[src/rtl/ahb_master_ctrl.sv]
// AHB-Lite master: one single/INCR command at a time; NONSEQ one cycle after accept, done n+2 cycles after accept.
// Hreadyout low stalls address/data phases in place; cmd_ready is low from accept until done.
module ahb_master_ctrl #(
    parameter int MAX_LEN = 16,
    parameter int LEN_W   = 5
) (
    input  logic             Hclk,
    input  logic             Hresetn,
    input  logic             cmd_valid,
    output logic             cmd_ready,
    input  logic             cmd_write,
    input  logic [31:0]      cmd_addr,
    input  logic [LEN_W-1:0] cmd_len,
    input  logic [31:0]      cmd_wdata,
    output logic [31:0]      Haddr,
    output logic [1:0]       Htrans,
    output logic             Hwrite,
    output logic [2:0]       Hsize,
    output logic [2:0]       Hburst,
    output logic [31:0]      Hwdata,
    input  logic             Hreadyout,
    input  logic [1:0]       Hresp,
    input  logic [31:0]      Hrdata,
    output logic             rd_valid,
    output logic [31:0]      rd_data,
    output logic             done,
    output logic             err
);

    localparam logic [1:0] TR_IDLE   = 2'b00;
    localparam logic [1:0] TR_NONSEQ = 2'b10;
    localparam logic [1:0] TR_SEQ    = 2'b11;
    localparam logic [1:0] RESP_ERR  = 2'b01;
    localparam logic [2:0] BURST_SINGLE = 3'b000;
    localparam logic [2:0] BURST_INCR   = 3'b001;

    typedef enum logic [1:0] {IDLE, ADDR, LAST, ERR1} state_t;

    state_t            state_q, state_d;
    logic [LEN_W-1:0]  len_q, len_d;
    logic [LEN_W-1:0]  beat_q, beat_d;
    logic [31:0]       wbase_q, wbase_d;
    logic              dph_q, dph_d;
    logic [31:0]       haddr_q, haddr_d;
    logic [1:0]        htrans_q, htrans_d;
    logic              hwrite_q, hwrite_d;
    logic [2:0]        hburst_q, hburst_d;
    logic [31:0]       hwdata_q, hwdata_d;
    logic              rd_valid_q, rd_valid_d;
    logic [31:0]       rd_data_q, rd_data_d;
    logic              done_q, done_d;
    logic              err_q, err_d;
    logic              cmd_ready_q, cmd_ready_d;

    logic [LEN_W-1:0]  len_norm;
    logic              last_beat;
    logic              dph_err;

    // Zero-length is treated as a single beat; oversize lengths clamp to MAX_LEN.
    always_comb begin
        if (cmd_len == '0) begin
            len_norm = LEN_W'(1);
        end else if (cmd_len > LEN_W'(MAX_LEN)) begin
            len_norm = LEN_W'(MAX_LEN);
        end else begin
            len_norm = cmd_len;
        end
    end

    assign last_beat = (beat_q == len_q - LEN_W'(1));
    assign dph_err   = dph_q && !Hreadyout && (Hresp == RESP_ERR);

    always_comb begin
        state_d     = state_q;
        len_d       = len_q;
        beat_d      = beat_q;
        wbase_d     = wbase_q;
        dph_d       = dph_q;
        haddr_d     = haddr_q;
        htrans_d    = htrans_q;
        hwrite_d    = hwrite_q;
        hburst_d    = hburst_q;
        hwdata_d    = hwdata_q;
        rd_valid_d  = 1'b0;
        rd_data_d   = rd_data_q;
        done_d      = 1'b0;
        err_d       = err_q;

        case (state_q)
            IDLE: begin
                htrans_d = TR_IDLE;
                if (cmd_valid && cmd_ready_q) begin
                    len_d    = len_norm;
                    beat_d   = '0;
                    wbase_d  = cmd_wdata;
                    dph_d    = 1'b0;
                    haddr_d  = cmd_addr;
                    htrans_d = TR_NONSEQ;
                    hwrite_d = cmd_write;
                    hburst_d = (len_norm == LEN_W'(1)) ? BURST_SINGLE : BURST_INCR;
                    err_d    = 1'b0;
                    state_d  = ADDR;
                end
            end
            ADDR: begin
                if (dph_err) begin
                    // Cancel the pending address; remaining beats are dropped.
                    htrans_d = TR_IDLE;
                    err_d    = 1'b1;
                    state_d  = ERR1;
                end else if (Hreadyout) begin
                    if (dph_q && !hwrite_q) begin
                        rd_valid_d = (Hresp != RESP_ERR);
                        rd_data_d  = Hrdata;
                    end
                    dph_d = 1'b1;
                    if (hwrite_q) begin
                        hwdata_d = wbase_q + 32'(beat_q);
                    end
                    if (last_beat) begin
                        htrans_d = TR_IDLE;
                        state_d  = LAST;
                    end else begin
                        haddr_d  = haddr_q + 32'd4;
                        htrans_d = TR_SEQ;
                        beat_d   = beat_q + LEN_W'(1);
                    end
                end
            end
            LAST: begin
                htrans_d = TR_IDLE;
                if (dph_err) begin
                    err_d   = 1'b1;
                    state_d = ERR1;
                end else if (Hreadyout) begin
                    if (!hwrite_q) begin
                        rd_valid_d = (Hresp != RESP_ERR);
                        rd_data_d  = Hrdata;
                    end
                    done_d  = 1'b1;
                    dph_d   = 1'b0;
                    state_d = IDLE;
                end
            end
            ERR1: begin
                htrans_d = TR_IDLE;
                if (Hreadyout) begin
                    done_d  = 1'b1;
                    dph_d   = 1'b0;
                    state_d = IDLE;
                end
            end
            default: begin
                htrans_d = TR_IDLE;
                state_d  = IDLE;
            end
        endcase

        cmd_ready_d = (state_d == IDLE);
    end

    always_ff @(posedge Hclk or negedge Hresetn) begin
        if (!Hresetn) begin
            state_q     <= IDLE;
            len_q       <= '0;
            beat_q      <= '0;
            wbase_q     <= '0;
            dph_q       <= 1'b0;
            haddr_q     <= '0;
            htrans_q    <= TR_IDLE;
            hwrite_q    <= 1'b0;
            hburst_q    <= BURST_SINGLE;
            hwdata_q    <= '0;
            rd_valid_q  <= 1'b0;
            rd_data_q   <= '0;
            done_q      <= 1'b0;
            err_q       <= 1'b0;
            cmd_ready_q <= 1'b1;
        end else begin
            state_q     <= state_d;
            len_q       <= len_d;
            beat_q      <= beat_d;
            wbase_q     <= wbase_d;
            dph_q       <= dph_d;
            haddr_q     <= haddr_d;
            htrans_q    <= htrans_d;
            hwrite_q    <= hwrite_d;
            hburst_q    <= hburst_d;
            hwdata_q    <= hwdata_d;
            rd_valid_q  <= rd_valid_d;
            rd_data_q   <= rd_data_d;
            done_q      <= done_d;
            err_q       <= err_d;
            cmd_ready_q <= cmd_ready_d;
        end
    end

    assign cmd_ready = cmd_ready_q;
    assign Haddr     = haddr_q;
    assign Htrans    = htrans_q;
    assign Hwrite    = hwrite_q;
    assign Hsize     = 3'b010;
    assign Hburst    = hburst_q;
    assign Hwdata    = hwdata_q;
    assign rd_valid  = rd_valid_q;
    assign rd_data   = rd_data_q;
    assign done      = done_q;
    assign err       = err_q;

endmodule

[config.mk]
export PLATFORM = sky130hd
export DESIGN_NAME = ahb_master_ctrl
export DESIGN_NICKNAME = d
export VERILOG_FILES = /design/src/rtl/ahb_master_ctrl.sv
export SDC_FILE = /design/constraint.sdc
export NUM_CORES = 1
export LEC_CHECK = 0
export BUFFER_PORTS_ARGS = -buffer_cell sky130_fd_sc_hd__buf_4
export CAP_MARGIN = 20
export CORE_UTILIZATION = 23
export DETAILED_ROUTE_END_ITERATION = 7
export PLACE_DENSITY = 0.42
export SLEW_MARGIN = 20
export SYNTH_ARGS = -nofsm -noshare
export SYNTH_HDL_FRONTEND = slang
export SYNTH_SLANG_ARGS = --single-unit
export TNS_END_PERCENT = 20
[constraint.sdc]
create_clock -name Hclk -period 2.6 [get_ports Hclk]
set_input_delay 0.39 -clock Hclk [delete_from_list [all_inputs] [get_ports Hclk]]
set_output_delay 0.39 -clock Hclk [all_outputs]
set_load 0.03 [all_outputs]
==> qor.csv <==
metric,value,unit
placed cells,1372,
Routed Antenna Nets,0,
setup repair bufs after CTS,0,
busiest layer in global routing,met2,
die area,33130,sq um
Die H,182.0,um
met1 usage,19.23,%
Worst Setup Start Kind,flip-flop,
worst vdd ir,540.7,uV
Final setup viols,0,
Worst R2R Path Depth,10,
Filler cells,3368,
number of enable flip-flop cells after synthesis,0,
first-pass GRT wire length,37.84,mm
Area contributors post-synth,"dfrtp_1 50%, nand2_1 8.8%, mux2_2 5.1%, xor2_1 3.6%, ha_1 2.2%",
Die X,182.0,um
CTS tree,yes,
required time worst endpoint,2.90,ns
"Hold Vio Cnt, Final",0,
"Primary FF master, synth",dfrtp_1,
MaxCap Viol Count,0,
initial antenna violation count,0,
Sw Pwr,5.602,mW
met2 Track Usage GR,23.95,%
row count,65,
fmax,426.2,MHz
largest net degree at the start of global routing,65,
Tcrit/Tclk final,90.24,%
Worst Tran Pin Value,0.6207,ns
GRT Total Usage,14.74,%
antenna fix cells,0,
clock group share of total power,20.6,%
post-synthesis register bit count,149,
vias per cell,4.544,
number of DRC markers in iteration 0,286,
CP endpoint kind,flip-flop,
share of power burned in combinational logic,46.0,%
status,"complete, no violations",
CTS H-tree depth,4,
drt wl/cell,17.10,um
leakage power,4.723,nW
Hold Crit Depth,3,
met3 GRT Util,3.570,%
"Avg Cell Area, Syn",9.656,sq um
Buffers on Ports,211,
Longest Clk Path Bufs,2,
final instance area,10220,sq um
synth cell count leaders,"174 x nand2_1, 148 x dfrtp_1, 34 x mux2_2, 32 x nand3_1, 31 x xor2_1",
distinct cell type count after synthesis,71,
Area Overhead vs Synth,37.11,%
nets,1112,
post-synth top area share,49.68,%
worst hold path type,in2reg,
Max Transition Viols Final,0,
Netlist Area Pre-Place,7455,sq um
Net Sw Frac,43.07,%
DRC,0,
pwr dens,1272,nW/um^2
core area,31720,sq um
crit-path max FO,14,
setup TNS,0,ns
"Clk pin slew, worst setup/hold paths",0.06,ns
GPL Wtd Cong,0.7928,
GRT overflow,0,
dpl hpwl,17.31,mm
fraction of layout cells with a size suffix above 1,32.40,%
asr flop ratio synth,100.0,%
vias in the first global route,6598,
RSZ-0062 raised after global routing,false,
WP data arrival,2.64,ns
initial core utilization,23.50,%
WL final,23.97,mm
area post-placement,9584,sq um
root buf cell,clkbuf_16,
Initial DRT Pass Iterations,4,
internal power,7.404,mW
clk_lat worst skew,0.43,ns
worst rel slew slack,58.62,%
"area leader, netlist",dfrtp_1,
Final min period,2.346,ns
sequential area share after synthesis,50.03,%
Vias,6370,
Cells after Synth,772,
Clock Skew,0.01552,ns
total CTS buffers,17,
sequential share of power,33.4,%
I/O pin total,217,
CP Class,reg2reg,
Finished Layout Cells,1402,
"count leader, synth",nand2_1,
Sink Count,149,
Yosys warning count,0,
[logic make-up after synthesis]
kind of cell,after synthesis,share of synthesized area [%]
AOI/OAI and AO/OA,151,13.73
xor gates and xnor gates,38,4.465
adders and majority gates,14,2.451
buffers and inverters,64,3.810
DFF,149,50.03
muxes,39,5.807
other,2,0.1007
and+or+nand+nor,315,19.60
[power groups by stage]
| stage | registers [mW] | logic (mW) | clock network, mW |
|---|---|---|---|
| 5_1_grt | 4.53 | 6.48 | 2.86 |
| 4_1_cts | 4.36 | 6.06 | 2.78 |
| 3_3_place_gp | 4.37 | 6.04 | 0 |
| 2_1_floorplan | 5.60 | 2.42 | 0 |
| 3_5_place_dp | 4.38 | 6.05 | 0 |
| 6_report | 4.34 | 5.98 | 2.68 |
[registers in the layout, summed over array words and instances (netlist names)]
register / flops
Haddr: 32
Hburst: 1
Htrans: 2
Hwdata: 32
Hwrite: 1
beat_q: 5
cmd_ready: 1
done: 1
dph_q: 1
err: 1
len_q: 5
rd_data: 32
rd_valid: 1
state_q: 2
wbase_q: 32
[area by class of cell]
type | instances | area, sq um | share of cell area (%)
Sequential cell | 149 | 3730 | 36.49
Multi-Input combinational cell | 562 | 3473 | 33.98
Timing Repair Buffer | 240 | 1821 | 17.81
Tap cell | 402 | 503.0 | 4.921
Clock buffer | 20 | 466.7 | 4.566
Clock inverter | 9 | 152.6 | 1.493
Inverter | 20 | 75.07 | 0.7345
[stage by stage]
stage	utilization [%]	total power, mW	worst slack [ns]	hold slack [ns]
6_report	32.22	13.01	0.2537	0.1519
2_1_floorplan	-	8.022	0.3080	0.09441
3_5_place_dp	30.22	10.43	0.1144	0.3482
4_1_cts	32.20	13.20	0.1061	0.1267
5_1_grt	32.22	13.87	0.01162	0.1391
3_3_place_gp	30.22	10.41	0.2176	0.3466
[worst paths after layout]
check                                   start          end  slack, ns
min in group asynchronous             Hresetn    Htrans[0]       0.45
worst max register to register      beat_q[0]   Hwdata[28]       0.25
worst min-delay path            cmd_wdata[19]  wbase_q[19]       0.15
worst min register to register     wbase_q[0]   wbase_q[0]       0.48
worst max-delay path                beat_q[0]   Hwdata[28]       0.25
max in group asynchronous             Hresetn    cmd_ready       1.39
[worst max-delay path, cell delays in order (launching register included)]
cell and delay [ns]:
dfrtp_1 0.49, ha_1 0.22, inv_1 0.05, fa_1 0.39, nor2b_1 0.12, o21ai_0 0.11
a21boi_1 0.16, buf_4 0.25, o2111ai_1 0.14, xnor2_1 0.22, o21ai_1 0.08
[repair_timing]
item	CTS	global route
endpoints found under the hold margin	37	0
setup endpoints to repair	0	1
hold buffers	1	0
gates resized for setup	0	1
[cell usage in the layout (no fill, tap or decap), drive strengths merged, types with 6 or more instances in the layout]
| cell | Yosys | final |
|---|---|---|
| inv | 20 | 20 |
| xnor2 | 7 | 7 |
| nand3 | 32 | 32 |
| o2111ai | 7 | 7 |
| clkbuf | 27 | 20 |
| o211ai | 8 | 8 |
| a21oi | 27 | 27 |
| dfrtp | 148 | 148 |
| nand2 | 175 | 175 |
| o22ai | 8 | 8 |
| nor3 | 13 | 13 |
| and3 | 13 | 13 |
| nand4 | 15 | 15 |
| mux2 | 34 | 34 |
| a21o | 6 | 6 |
| buf | 17 | 239 |
| o21ai | 50 | 50 |
| nor2 | 31 | 31 |
| xor2 | 31 | 31 |
| ha | 13 | 13 |
[per-layer routing]
layer	part of all wire, %	up-vias
li1	-	3127
met1	46	3078
met2	48	149
met3	4.6	16
met4	1.4	0
met5	0	-
(Power assumes the default switching activity.)
